### src/rtl/alu_seq.sv
// alu_seq: registered, handshaked ALU with a 3-bit opcode space.
//
// Opcodes:
//   000 ADD, 001 PASS0, 010 INC, 011 PASS1, 100 SUB, 101 AND, 110 XOR, 111 MUL
//
// Build option:
//   ALU_MUL_EN defined   : opcode 111 is a DATA_WIDTH-cycle shift-add multiply.
//   ALU_MUL_EN undefined : no multiplier is built. Opcode 111 completes in one
//                          cycle with OUT=0, ZF=1, CF=0, and BUSY is tied to 0.
//
// Ports:
//   CLK   - clock, all state on the rising edge
//   RST   - synchronous, active-high reset
//   START - request. Accepted only when the FSM is idle.
//   OP    - opcode, sampled on an accepted START
//   IN0   - operand A, sampled on an accepted START
//   IN1   - operand B, sampled on an accepted START
//   OUT   - registered result, held until the next completion
//   ZF    - zero flag (OUT == 0), updated together with OUT
//   CF    - carry/borrow flag (for MUL: high half of product nonzero)
//   BUSY  - multiply in progress
//   DONE  - one-cycle pulse marking a newly updated OUT/ZF/CF
//
// State table (ALU_MUL_EN build):
//   state  | meaning
//   S_IDLE | waiting for START; single-cycle ops complete straight from here
//   S_MUL  | shift-add multiply running, one multiplier bit per cycle
module alu_seq #(
  parameter int DATA_WIDTH = 4,
  parameter int OP_WIDTH   = 3
) (
  input  logic                  CLK,
  input  logic                  RST,
  input  logic                  START,
  input  logic [OP_WIDTH-1:0]   OP,
  input  logic [DATA_WIDTH-1:0] IN0,
  input  logic [DATA_WIDTH-1:0] IN1,
  output logic [DATA_WIDTH-1:0] OUT,
  output logic                  ZF,
  output logic                  CF,
  output logic                  BUSY,
  output logic                  DONE
);

  localparam logic [OP_WIDTH-1:0] OP_ADD   = OP_WIDTH'(0);
  localparam logic [OP_WIDTH-1:0] OP_PASS0 = OP_WIDTH'(1);
  localparam logic [OP_WIDTH-1:0] OP_INC   = OP_WIDTH'(2);
  localparam logic [OP_WIDTH-1:0] OP_PASS1 = OP_WIDTH'(3);
  localparam logic [OP_WIDTH-1:0] OP_SUB   = OP_WIDTH'(4);
  localparam logic [OP_WIDTH-1:0] OP_AND   = OP_WIDTH'(5);
  localparam logic [OP_WIDTH-1:0] OP_XOR   = OP_WIDTH'(6);

  // One extra bit on each arithmetic path holds carry (ADD/INC) or
  // borrow (SUB: the MSB is set exactly when IN0 < IN1 unsigned).
  logic [DATA_WIDTH:0]   add_w;
  logic [DATA_WIDTH:0]   inc_w;
  logic [DATA_WIDTH:0]   sub_w;
  logic [DATA_WIDTH-1:0] sc_out;
  logic                  sc_cf;

  assign add_w = {1'b0, IN0} + {1'b0, IN1};
  assign inc_w = {1'b0, IN0} + (DATA_WIDTH+1)'(1);
  assign sub_w = {1'b0, IN0} - {1'b0, IN1};

  // Single-cycle result. Opcode 111 falls to the default (0, no carry),
  // which is the full behaviour when no multiplier is built.
  always_comb begin
    sc_out = '0;
    sc_cf  = 1'b0;
    case (OP)
      OP_ADD:   begin sc_out = add_w[DATA_WIDTH-1:0]; sc_cf = add_w[DATA_WIDTH]; end
      OP_PASS0: sc_out = IN0;
      OP_INC:   begin sc_out = inc_w[DATA_WIDTH-1:0]; sc_cf = inc_w[DATA_WIDTH]; end
      OP_PASS1: sc_out = IN1;
      OP_SUB:   begin sc_out = sub_w[DATA_WIDTH-1:0]; sc_cf = sub_w[DATA_WIDTH]; end
      OP_AND:   sc_out = IN0 & IN1;
      OP_XOR:   sc_out = IN0 ^ IN1;
      default:  ;
    endcase
  end

`ifdef ALU_MUL_EN

  localparam logic [OP_WIDTH-1:0] OP_MUL = OP_WIDTH'(7);
  localparam int                  CW     = $clog2(DATA_WIDTH + 1);

  typedef enum logic {S_IDLE, S_MUL} state_t;

  state_t                  state;
  logic [CW-1:0]           cnt;
  logic [2*DATA_WIDTH-1:0] acc;
  logic [DATA_WIDTH-1:0]   mcand;
  logic [DATA_WIDTH:0]     mul_sum;
  logic [2*DATA_WIDTH-1:0] acc_next;

  // acc holds {partial product, remaining multiplier bits}. Each step adds
  // the multiplicand into the upper half when the current multiplier LSB is
  // set, then shifts right by one with the add's carry entering at the top.
  // After DATA_WIDTH steps acc is the full product.
  assign mul_sum  = {1'b0, acc[2*DATA_WIDTH-1:DATA_WIDTH]}
                  + {1'b0, (acc[0] ? mcand : {DATA_WIDTH{1'b0}})};
  assign acc_next = {mul_sum, acc[DATA_WIDTH-1:1]};

  always_ff @(posedge CLK) begin
    if (RST) begin
      state <= S_IDLE;
      cnt   <= '0;
      acc   <= '0;
      mcand <= '0;
      OUT   <= '0;
      ZF    <= 1'b0;
      CF    <= 1'b0;
      BUSY  <= 1'b0;
      DONE  <= 1'b0;
    end else begin
      DONE <= 1'b0;
      case (state)
        S_IDLE: begin
          if (START) begin
            if (OP == OP_MUL) begin
              state <= S_MUL;
              cnt   <= CW'(DATA_WIDTH);
              acc   <= {{DATA_WIDTH{1'b0}}, IN1};
              mcand <= IN0;
              BUSY  <= 1'b1;
            end else begin
              OUT  <= sc_out;
              ZF   <= (sc_out == '0);
              CF   <= sc_cf;
              DONE <= 1'b1;
            end
          end
        end
        S_MUL: begin
          acc <= acc_next;
          cnt <= cnt - CW'(1);
          // BUSY drops one cycle ahead of DONE so it is high for
          // DATA_WIDTH-1 cycles; START is still refused until IDLE.
          if (cnt == CW'(2)) begin
            BUSY <= 1'b0;
          end
          if (cnt == CW'(1)) begin
            OUT   <= acc_next[DATA_WIDTH-1:0];
            ZF    <= (acc_next[DATA_WIDTH-1:0] == '0);
            CF    <= (acc_next[2*DATA_WIDTH-1:DATA_WIDTH] != '0);
            DONE  <= 1'b1;
            BUSY  <= 1'b0;
            state <= S_IDLE;
          end
        end
        default: begin
          state <= S_IDLE;
          BUSY  <= 1'b0;
        end
      endcase
    end
  end

`else

  // No multi-cycle work exists, so every START completes on its own edge.
  assign BUSY = 1'b0;

  always_ff @(posedge CLK) begin
    if (RST) begin
      OUT  <= '0;
      ZF   <= 1'b0;
      CF   <= 1'b0;
      DONE <= 1'b0;
    end else begin
      DONE <= START;
      if (START) begin
        OUT <= sc_out;
        ZF  <= (sc_out == '0);
        CF  <= sc_cf;
      end
    end
  end

`endif

endmodule

### config.mk
export PLATFORM = sky130hd
export DESIGN_NAME = alu_seq
export DESIGN_NICKNAME = d
export VERILOG_FILES = /design/src/rtl/alu_seq.sv
export SDC_FILE = /design/constraint.sdc
export NUM_CORES = 1
export LEC_CHECK = 0
export ABC_AREA = 1
export CORE_MARGIN = 2
export CORE_UTILIZATION = 28
export CTS_CLUSTER_DIAMETER = 100
export DETAILED_ROUTE_END_ITERATION = 10
export SLEW_MARGIN = 10
export SYNTH_ARGS = -nofsm -noshare
export SYNTH_HDL_FRONTEND = slang
export SYNTH_SLANG_ARGS = --single-unit
export TNS_END_PERCENT = 20
### constraint.sdc
create_clock -name CLK -period 4.32 [get_ports CLK]
set_clock_uncertainty 0.15 [all_clocks]
set_input_delay 0.432 -clock CLK [delete_from_list [all_inputs] [get_ports CLK]]
set_output_delay 0.432 -clock CLK [all_outputs]
set_load 0.05 [all_outputs]
Yosys cells after proc, flatten, opt, wreduce, memory -nomap -nowiden --
Index checks and enable logic that the tools add are counted.
Cells by class: add/sub/neg operators 3, $mul 0, divide/modulo/power cells 0, $lt $le $gt $ge 0, equality and inequality tests 6, shift-type cells 0, mux-type cells 2, bitwise operators 2, reductions and logical operators 2
Operators by type and width (number):
- case mux 4 bit (7 select lines) | 1
- == test 3 bit (second input constant) | 3
- == test 3 x 2 -> 1 bit (second input constant) | 2
- adder 4 x 1 -> 5 bit (second input constant) | 1
- adder 4 x 4 -> 5 bit | 1
- subtractor 4 x 4 -> 5 bit | 1
- bitwise AND 4 bit | 1
- logical NOT 4 bit | 1
- bitwise XOR 4 bit | 1
- == test 3 x 1 -> 1 bit (second input constant) | 1
- logical NOT 3 bit | 1
- case mux 1 bit (3 select lines) | 1
Storage, ports and cells: flip-flop bits (word level) 7, latch bits 0, memory bits (writable) 0, bits in read-only memories 0, output and inout port bits 8, logic and storage cells 19, memories kept 0

Depth between registers and ports, before layout --
word-level depth 3, mapped depth 14

Least setup slack after synthesis --
No wires, ideal clock.
path kind input to register, start point input IN0[0], end point register ZF, arrival 1.754 ns, setup slack 2.350 ns, stages on the path 14, cells stage by stage inv_1 -> ha_1 -> fa_1 -> inv_1 -> nand2_1 -> nand2_1 -> nor2_1 -> nor2_1 -> nand2_1 -> nor2_1 -> nand2_1 -> nor2_1 -> nand2_1 -> a21oi_2
On the way: word-level cells in the longest chain between the ends 3, elaborated cells between the ends (all ways) 7, those cells by class add/sub (3); mux (1); bitwise (2); reduce/logical (1)
Ends and longest elaborated chain:
- start, declared | line 36 | input logic [DATA_WIDTH-1:0] IN0,
- subtractor 4 x 4 -> 5 bit, or another cell as far along | line 63 | assign sub_w = {1'b0, IN0} - {1'b0, IN1};
- case mux 4 bit (7 select lines) * | line 70 | case (OP)
- logical NOT 4 bit * | line 174 | ZF <= (sc_out == '0);
- end signal, assigned | line 174
- end, declared | line 39 | output logic ZF,
Mark *: on every way between the ends. The rest lies on a longest branch, timed or not. A chain may end at the register's enable or synchronous reset.

Worst setup path in the final report --
Same ends and word-level chain as after synthesis.

==> run metrics <==
status=completed; Synth area leader=dfxtp_1; DRT Pass-1 Iters=4; CP Capture Type=flip-flop; ys flop type=dfxtp_1; chip width=between 60 and 70 µm; max-cap check violation count=0; top-area cell type share of the netlist area=0.160; Syn-to-layout area delta=29.1%; Inserted Diodes=0; total grt overflow=0; DR iter-0 viols=66; Post-CTS Setup Inserts=0; cell area after layout=about 0.0011 mm²; min cycle time layout=roughly 2.5 ns; worst endpoint data arrival time=~2.6 ns; multi-input logic area=611 µm²; first-pass GRT wire length=3660 µm; Cell variety after synth=25; CTS Root Cell=clkbuf_4; dpl hpwl=1940 µm; WL per Instance=roughly 11 µm; FF/Latch Area=140 µm²; Setup crit start kind=input port; syn_nets=between 150 and 200; H-tree level count=1; Top Ports=22; Final period util=0.584; Mapped Cells=146; hold buffers post-CTS=0; Die Y=about 60 µm; initial antenna violation count=0; post-synthesis simple-gate area fraction=0.383; via count=974; Crit path required time=~4.4 ns; Setup CP Type=input port to flip-flop; vias in the first global route=between 800 and 900; Pleak=about 0.58 nW; pwr dens=~210 mW/mm²; synth warn=0; Initial Utilization=0.290; largest net degree at the start of global routing=12; Final Hold Viols=0; site row count=20; multiplexer area fraction after synthesis=0; Post-Place Cell Area=roughly 0.0011 mm²; critical path fanouts, max=5; Nets=between 150 and 200; Compound-Gate Fraction of Synth Area=0.134; CTS tree=yes; clock sinks=7; most common cell in the netlist=nand2_1; clock-pin transition on the worst setup and hold timing paths=around 0.05 ns; Slew HR=0.663; Die Area=roughly 0.0036 mm²; register area share after synthesis=0.160; fraction of registers with async set/reset=0; Routed WL=2320 µm; RSZ-0062 raised after global routing=false; share of layout cells above drive strength 1=0.0602; Synth Area per Inst=6.02 µm²; total global-route track usage=0.132; fin util=0.374; synthesized cell area=between 800 and 900 µm²; f_max=about 400 MHz; worst-margin pin slew=approximately 0.50 ns; # DRC=0; Adder-Cell Fraction of Synth Area=0.174; Resize count post-CTS=0; Core Area=around 0.0030 mm²; synth cell count leaders=nand2_1 (36), inv_1 (24), nor2_1 (17); main combinational cell family by area after synthesis=simple AND/OR/NAND/NOR gates; via/cell ratio=about 4.6; Clock Latency Late Sink=roughly 0.25 ns; Filler cells=328; GP Congestion=a little over 0.8; Hold Path Class=flip-flop to flip-flop; setup_tns=0 ns; Final ANT Viol Nets=0; Port Buf Inserts=20; CTS buffer count=3; Peak VDD IR=between 0.15 and 0.2 mV; final setup vio count=0; Area contributors post-synth=dfxtp_1 (16%), nand2_1 (15%), ha_1 (13%); Clock Tree Buf Depth=2; Synth Area in XOR/XNOR=0; Post-synth EDFFs=0; Seq cells post-synth=7; Final Max Slew Viols=0
==> kinds of logic (layout without fill, tap and decap cells) <==
logic type | Yosys count | after routing
and+or+nand+nor | 77 | 77
adders and majority gates | 11 | 11
other | 1 | 1
AOI/OAI and AO/OA | 19 | 19
buffers and inverters | 31 | 51
DFF | 7 | 7
==> registers in the layout, indices dropped and copies added (netlist names) <==
register	count
OUT	4
ZF	1
CF	1
DONE	1
==> worst max-delay path, stage by stage <==
cell and delay (ns):
clkdlybuf4s50_1 0.55, inv_1 0.10, ha_1 0.24, fa_1 0.48
nand3b_1 0.11, nand2_1 0.06, inv_1 0.04, nand2_1 0.04
nor2_1 0.17, nand2_1 0.08, nor2_1 0.09, nand2_1 0.07
a21oi_2 0.10
==> where the power goes <==
part           internal [mW]  total (mW)  switching [mW]
registers             0.0694      0.0715         0.00208
clock network         0.0352      0.0591          0.0239
logic                 0.0414       0.110          0.0685
total                  0.146       0.240          0.0944
==> layer usage <==
| layer | global-route usage | vias to the layer above | wire length (µm) |
|---|---|---|---|
| met5 | 0 | - | 0 |
| li1 | - | 501 | - |
| met4 | 0.00635 | 0 | 0 |
| met3 | 0.0325 | 0 | 127 |
| met1 | 0.193 | 444 | 1120 |
| met2 | 0.205 | 29 | 1080 |
==> cell usage in the layout, fill, tap and decap left out, types with 2 or more instances in the layout <==
cell,n
ha_1,9
a21oi_1,5
fa_1,2
nor2_1,17
nor2_2,2
o211ai_1,3
nand4_1,5
nand2_1,36
dfxtp_1,7
clkdlybuf4s50_1,20
inv_2,3
clkbuf_4,3
o21ai_0,5
nand3b_1,3
nand3_1,12
inv_1,24
==> final cells by class <==
type / instances / area share
clock buffer: 4 / 0.0232
timing repair buffer: 20 / 0.177
tap: 44 / 0.0486
inverter: 27 / 0.0894
sequential: 7 / 0.124
multi-input combinational: 108 / 0.539
==> path summary, 6_finish.rpt <==
check              start  endpoint  slack [ns]  cells past startpoint
hold reg to reg       ZF        ZF        0.33                      2
setup reg to reg  OUT[3]    OUT[3]        3.53                      2
setup / recovery  IN0[0]        ZF        1.80                     13
hold / removal        ZF        ZF        0.33                      2
==> through the flow <==
stage	setup WS, ns	hold slack (ns)	cells	power (mW)
3_3_place_gp	1.60	0.315	206	0.181
4_1_cts	1.80	0.336	210	0.243
5_1_grt	1.64	0.356	210	0.259
6_report	1.80	0.334	210	0.240
3_5_place_dp	1.54	0.325	206	0.182
2_1_floorplan	2.35	0.344	146	0.145
(Power assumes the default switching activity.)
